$ cat config.mk
export PLATFORM = sky130hd
export DESIGN_NAME = reaction_counter
export DESIGN_NICKNAME = d
export VERILOG_FILES = /design/src/rtl/reaction_pkg.sv /design/src/rtl/tick_prescaler.sv /design/src/rtl/reaction_counter.sv
export SDC_FILE = /design/constraint.sdc
export NUM_CORES = 1
export LEC_CHECK = 0
export BUFFER_PORTS_ARGS = -buffer_cell sky130_fd_sc_hd__buf_2
export CORE_MARGIN = 5
export CORE_UTILIZATION = 58
export DETAILED_ROUTE_END_ITERATION = 10
export PLACE_DENSITY = 0.79
export SKIP_LAST_GASP = 1
export SYNTH_ARGS = -nofsm -noshare
export SYNTH_HDL_FRONTEND = slang
export SYNTH_HIERARCHICAL = 1
export SYNTH_SLANG_ARGS = --single-unit
$ cat constraint.sdc
create_clock -name clk -period 2.68 [get_ports clk]
set_input_delay 0.134 -clock clk [delete_from_list [all_inputs] [get_ports clk]]
set_output_delay 0.134 -clock clk [all_outputs]
set_load 0.05 [all_outputs]
$ cat src/rtl/reaction_pkg.sv
// Shared definitions for the reaction-time trial: state encodings and the
// default time width shared with the countdown path.
package reaction_pkg;

  localparam int DEFAULT_WIDTH = 12;

  // All-ones doubles as the timeout value and the "no record yet" sentinel.
  localparam logic [DEFAULT_WIDTH-1:0] TIME_MAX = '1;

  typedef logic [2:0] state_t;

  localparam state_t S_IDLE    = 3'd0;
  localparam state_t S_ARMED   = 3'd1;
  localparam state_t S_TIMING  = 3'd2;
  localparam state_t S_DONE    = 3'd3;
  localparam state_t S_EARLY   = 3'd4;
  localparam state_t S_TIMEOUT = 3'd5;

endpackage

$ cat src/rtl/tick_prescaler.sv
// Divides the clock down to a one-cycle tick every CLK_DIV cycles.
// Holding clear restarts the count, so the first tick is CLK_DIV cycles after release.
module tick_prescaler #(
  parameter int CLK_DIV = 50000
) (
  input  logic clk,
  input  logic rst,
  input  logic clear,
  output logic tick
);

  localparam int PW = (CLK_DIV > 1) ? $clog2(CLK_DIV) : 1;
  localparam logic [PW-1:0] LAST = PW'(CLK_DIV - 1);

  logic [PW-1:0] count_reg;

  assign tick = (count_reg == LAST);

  always_ff @(posedge clk or posedge rst) begin
    if (rst) begin
      count_reg <= '0;
    end else if (clear || tick) begin
      count_reg <= '0;
    end else begin
      count_reg <= count_reg + 1'b1;
    end
  end

endmodule

$ cat src/rtl/reaction_counter.sv
// Times the player from light-on to the response button edge in millisecond
// ticks, flags false starts and timeouts, and tracks the best valid time.
module reaction_counter
  import reaction_pkg::*;
#(
  parameter int CLK_DIV = 50000,
  parameter int WIDTH   = DEFAULT_WIDTH
) (
  input  logic             clk,
  input  logic             rst,
  input  logic             start,
  input  logic             stimulus,
  input  logic             response,
  output logic [WIDTH-1:0] reaction_time,
  output logic [WIDTH-1:0] best_time,
  output logic             valid,
  output logic             early,
  output logic             timeout,
  output logic             busy,
  output logic             light
);

  localparam logic [WIDTH-1:0] TIME_LIMIT = '1;

  state_t           state_reg, state_next;
  logic [WIDTH-1:0] counter_reg, counter_next;
  logic [WIDTH-1:0] reaction_reg, reaction_next;
  logic [WIDTH-1:0] best_reg, best_next;
  logic             resp_meta_reg, resp_sync_reg, resp_prev_reg;
  logic             resp_edge;
  logic             tick;

  assign resp_edge = resp_sync_reg & ~resp_prev_reg;

  tick_prescaler #(.CLK_DIV(CLK_DIV)) u_prescaler (
    .clk   (clk),
    .rst   (rst),
    .clear (state_reg != S_TIMING),
    .tick  (tick)
  );

  always_comb begin
    state_next    = state_reg;
    counter_next  = counter_reg;
    reaction_next = reaction_reg;
    best_next     = best_reg;
    case (state_reg)
      S_IDLE: begin
        if (start) begin
          state_next   = S_ARMED;
          counter_next = '0;
        end
      end
      S_ARMED: begin
        // A press before the light counts as a false start even if the light comes on now.
        if (resp_edge) begin
          state_next = S_EARLY;
        end else if (stimulus) begin
          state_next   = S_TIMING;
          counter_next = '0;
        end
      end
      S_TIMING: begin
        if (resp_edge) begin
          state_next    = S_DONE;
          reaction_next = counter_reg;
          if (counter_reg < best_reg) begin
            best_next = counter_reg;
          end
        end else if (tick) begin
          if (counter_reg == TIME_LIMIT) begin
            state_next    = S_TIMEOUT;
            reaction_next = TIME_LIMIT;
          end else begin
            counter_next = counter_reg + 1'b1;
          end
        end
      end
      S_DONE, S_EARLY, S_TIMEOUT: begin
        if (start) begin
          state_next   = S_ARMED;
          counter_next = '0;
        end
      end
      default: begin
        state_next = S_IDLE;
      end
    endcase
  end

  always_ff @(posedge clk or posedge rst) begin
    if (rst) begin
      state_reg     <= S_IDLE;
      counter_reg   <= '0;
      reaction_reg  <= '0;
      best_reg      <= TIME_LIMIT;
      resp_meta_reg <= 1'b0;
      resp_sync_reg <= 1'b0;
      resp_prev_reg <= 1'b0;
    end else begin
      state_reg     <= state_next;
      counter_reg   <= counter_next;
      reaction_reg  <= reaction_next;
      best_reg      <= best_next;
      resp_meta_reg <= response;
      resp_sync_reg <= resp_meta_reg;
      resp_prev_reg <= resp_sync_reg;
    end
  end

  assign reaction_time = reaction_reg;
  assign best_time     = best_reg;
  assign valid         = (state_reg == S_DONE);
  assign early         = (state_reg == S_EARLY);
  assign timeout       = (state_reg == S_TIMEOUT);
  assign busy          = (state_reg == S_ARMED) || (state_reg == S_TIMING);
  assign light         = (state_reg == S_TIMING);

endmodule

==> summary.txt <==
Power
  – Proportion of power drawn by flip-flops and latches: 36.0%
  – Clock Power Share: 21.5%
  – Standby leakage power: 1.56 nW
  – Switching power summed over all nets: 1.39 mW
  – VDD IR max: 836 µV
  – Overall power after layout: 3.21 mW
  – Gate power share: 42.5%
  – Switching share of total power: 43.1%
  – Cell-internal power: 1.83 mW
  – Pwr dens: 911 nW/µm²

Drt
  – Final wirelength: 6.22 mm
  – Initial detailed-routing violation count: 146
  – Residual DRC: 0
  – Number of vias after detailed routing: 2,320
  – Average wire per cell in the routed design: 15.1 µm
  – Count of antenna-violating nets left after detailed routing: 0
  – Number of vias per cell: 5.64
  – Detailed-router iteration count before antenna repair: 4

Worst setup path
  – Slowest-stage cell, CP: dfstp_2
  – Maximum net fanout on the critical path: 12
  – Data required time at the worst endpoint: 2.94 ns
  – Crit start category: flip-flop
  – Critical Path Max Stage Delay: 0.54 ns
  – Cells along the critical path: inv_1 -> ha_1 -> a21oi_1 -> nor2_1 -> or4_1 -> or3_4 -> mux2_1
  – Buffers & Inverters on Critical Path: 1
  – Crit path arrival time: 2.78 ns
  – Critical path start-end classification: reg -> reg
  – Worst Setup End Kind: flip-flop
  – Largest delay share family, worst path: simple AND/OR/NAND/NOR gates

GRT
  – First-pass GRT wire length: 10.5 mm
  – Maximum number of pins on one net before global-route repair: 43
  – Aggregate global routing overflow: 0
  – Vias in the first global route: 2,204
  – Total track usage: 20.7%
  – Initial antenna violation count: 0

Cells and area
  – Utilization of the core after routing: 69.0%
  – Synthesis-to-finish area growth: 15.2%
  – Max reg flops: 16
  – Proportion of layout cells with a drive suffix above 1: 29.6%
  – Most frequent standard cell in the layout excluding fill and tap cells: dfrtp_1
  – Finished Cell Area: 3530 µm²
  – Number of antenna repair diodes: 0
  – Net count reported at finish: 354
  – Total of fill cells in the finished design: 374
  – Leading cell types in the layout, fill and taps excluded: dfrtp_1 (46), buf_2 (33), nor2_1 (20), inv_1 (20)

Floorplan
  – FP Rows: 26
  – Die Wd: 82.7 µm
  – Area of the core: 5110 µm²
  – Initial Util: 59.9%
  – Area of the die: 6830 µm²
  – Ports placed on the boundary: 34
  – Die Y: 82.7 µm

Synthesis
  – Leading register cell type out of synthesis: dfrtp_1
  – Cell area after synthesis: 3060 µm²
  – Mean area per synthesized cell: 10.6 µm²
  – Total number of yosys warnings: 6
  – Area share of the largest cell type after synthesis: 37.6%
  – Net count of the mapped netlist: 306
  – Area leader, netlist: dfrtp_1
  – Post-synth EDFFs: 0
  – Portion of the post-synthesis area used by sequential elements: 47.9%
  – Post-synthesis async set-or-reset flop share: 100%
  – Gate Count Post-Synth: 288
  – Distinct cells, synth: 57
  – Post-synthesis sequential element count: 58
  – Largest cells by area after synthesis: dfrtp_1 (38%), dfstp_2 (10%), ha_1 (5.3%), mux2_4 (3.9%), xnor2_1 (3.7%)

CTS
  – Clock root buffer: clkbuf_8
  – Number of buffers inserted by post-CTS setup repair: 0
  – Source-to-sink clock delay at the later pin of the worst-skew pair: 0.34 ns
  – Total clock buffers created by CTS: 9
  – Maximum level of the CTS H-tree: 3
  – Clk buf depth: 2
  – Clock tree from TritonCTS: yes
  – Clock sink count: 58
  – Clock transition at the register clock pins on the worst setup and hold paths after CTS: 0.07 ns

STA
  – Count of final setup violators: 0
  – Upper clock frequency limit: 397 MHz
  – RSZ-0062 raised after global routing: no
  – Transition at the pin with the smallest max-transition slack: 0.632 ns
  – Worst max-slew margin expressed relative to the limit: 56.8%
  – Tcrit/Tclk final: 94.0%
  – Minimum clock period: 2.52 ns
  – Number of slew-limit violations in the final report: 0
  – Accumulated negative setup slack: 0 ns
  – Setup slack after layout: 0.162 ns
  – Worst clock skew: 0.00778 ns
  – Number of hold violations in the final report: 0

Placement
  – Port Buffers: 33
  – Estimated wirelength of the detail-placed design: 4.47 mm
  – Routability congestion estimate: 0.901
  – Post-place setup slack: 0.158 ns
  – Placed standard-cell area: 3330 µm²

Outcome
  – Result of the run: completed

Worst hold path
  – Class of the tightest hold or removal check: in -> reg

Run
  – Reported max-cap violation count: 0
## worst reg2reg max path: stages, from the launching register on
cell and delay [ns]:
dfstp_2 0.54, inv_1 0.04, ha_1 0.30, a21oi_1 0.15, nor2_1 0.06, or4_1 0.50, or3_4 0.51, mux2_1 0.35
## stage by stage
step           instances  hold slack (ns)
6_report             411            0.178
5_1_grt              411            0.167
4_1_cts              411            0.166
3_5_place_dp         393            0.241
3_3_place_gp         393            0.235
2_1_floorplan        288           0.0477
## cell usage after synthesis (all sizes together) (7+ instances only)
library cell	n
mux2	11
ha	13
dfrtp	46
inv	21
nor2	30
clkbuf	7
nand3	10
nand2	15
dfstp	12
a21oi	13
o22a	12
xnor2	13
nand4	7
## path summary, 6_finish.rpt
kind / to / slack, ns / start / cells after the start
hold / removal: state_reg[1] / 0.18 / start / 3
setup / recovery: best_time[0] / 0.16 / best_time[7] / 7
max in group asynchronous: counter_reg[11] / 1.83 / rst / 4
hold reg to reg: resp_sync_reg / 0.36 / resp_meta_reg / 0
min in group asynchronous: u_prescaler/count_reg[9] / 0.43 / rst / 3
setup reg to reg: best_time[0] / 0.16 / best_time[7] / 7
## per-layer routing
metal	global-route usage [%]	part of all wire, %	vias up
li1	-	-	1124
met1	29.0	48	1113
met2	30.0	44	73
met3	6.07	6.5	10
met4	8.50	1.6	0
met5	0	0	-
## repair_timing
| item | 4_1_cts | 5_1_grt |
|---|---|---|
| gates resized for setup | 0 | 0 |
| hold buffers | 2 | 0 |
| endpoints found under the hold margin | 47 | 0 |
## cell families after synthesis
logic type / synth area share (%)
AO/OA/AOI/OAI: 12.2
XOR/XNOR: 4.29
adder cells (fa/ha/maj): 5.31
buffers and inverters: 5.60
flip-flops: 47.9
multiplexers: 5.68
AND/OR/NAND/NOR: 19.0
## cell type report
class / count / area (µm²) / area share (%)
Clock buffer: 11 / 141 / 4.01
Clock inverter: 5 / 30.0 / 0.852
Inverter: 21 / 78.8 / 2.24
Multi-Input combinational cell: 196 / 1420 / 40.4
Sequential cell: 58 / 1470 / 41.6
Tap cell: 70 / 87.6 / 2.48
Timing Repair Buffer: 50 / 298 / 8.45
## power groups by stage
stage / Sequential, mW / Combinational (mW) / Clock [mW]
detailed placement: 1.17 / 1.37 / 0
floorplan: 1.54 / 0.685 / 0
CTS: 1.16 / 1.37 / 0.704
global route: 1.18 / 1.46 / 0.746
global placement: 1.16 / 1.34 / 0
finish: 1.16 / 1.36 / 0.689
Power figures use the tool's default switching activity.
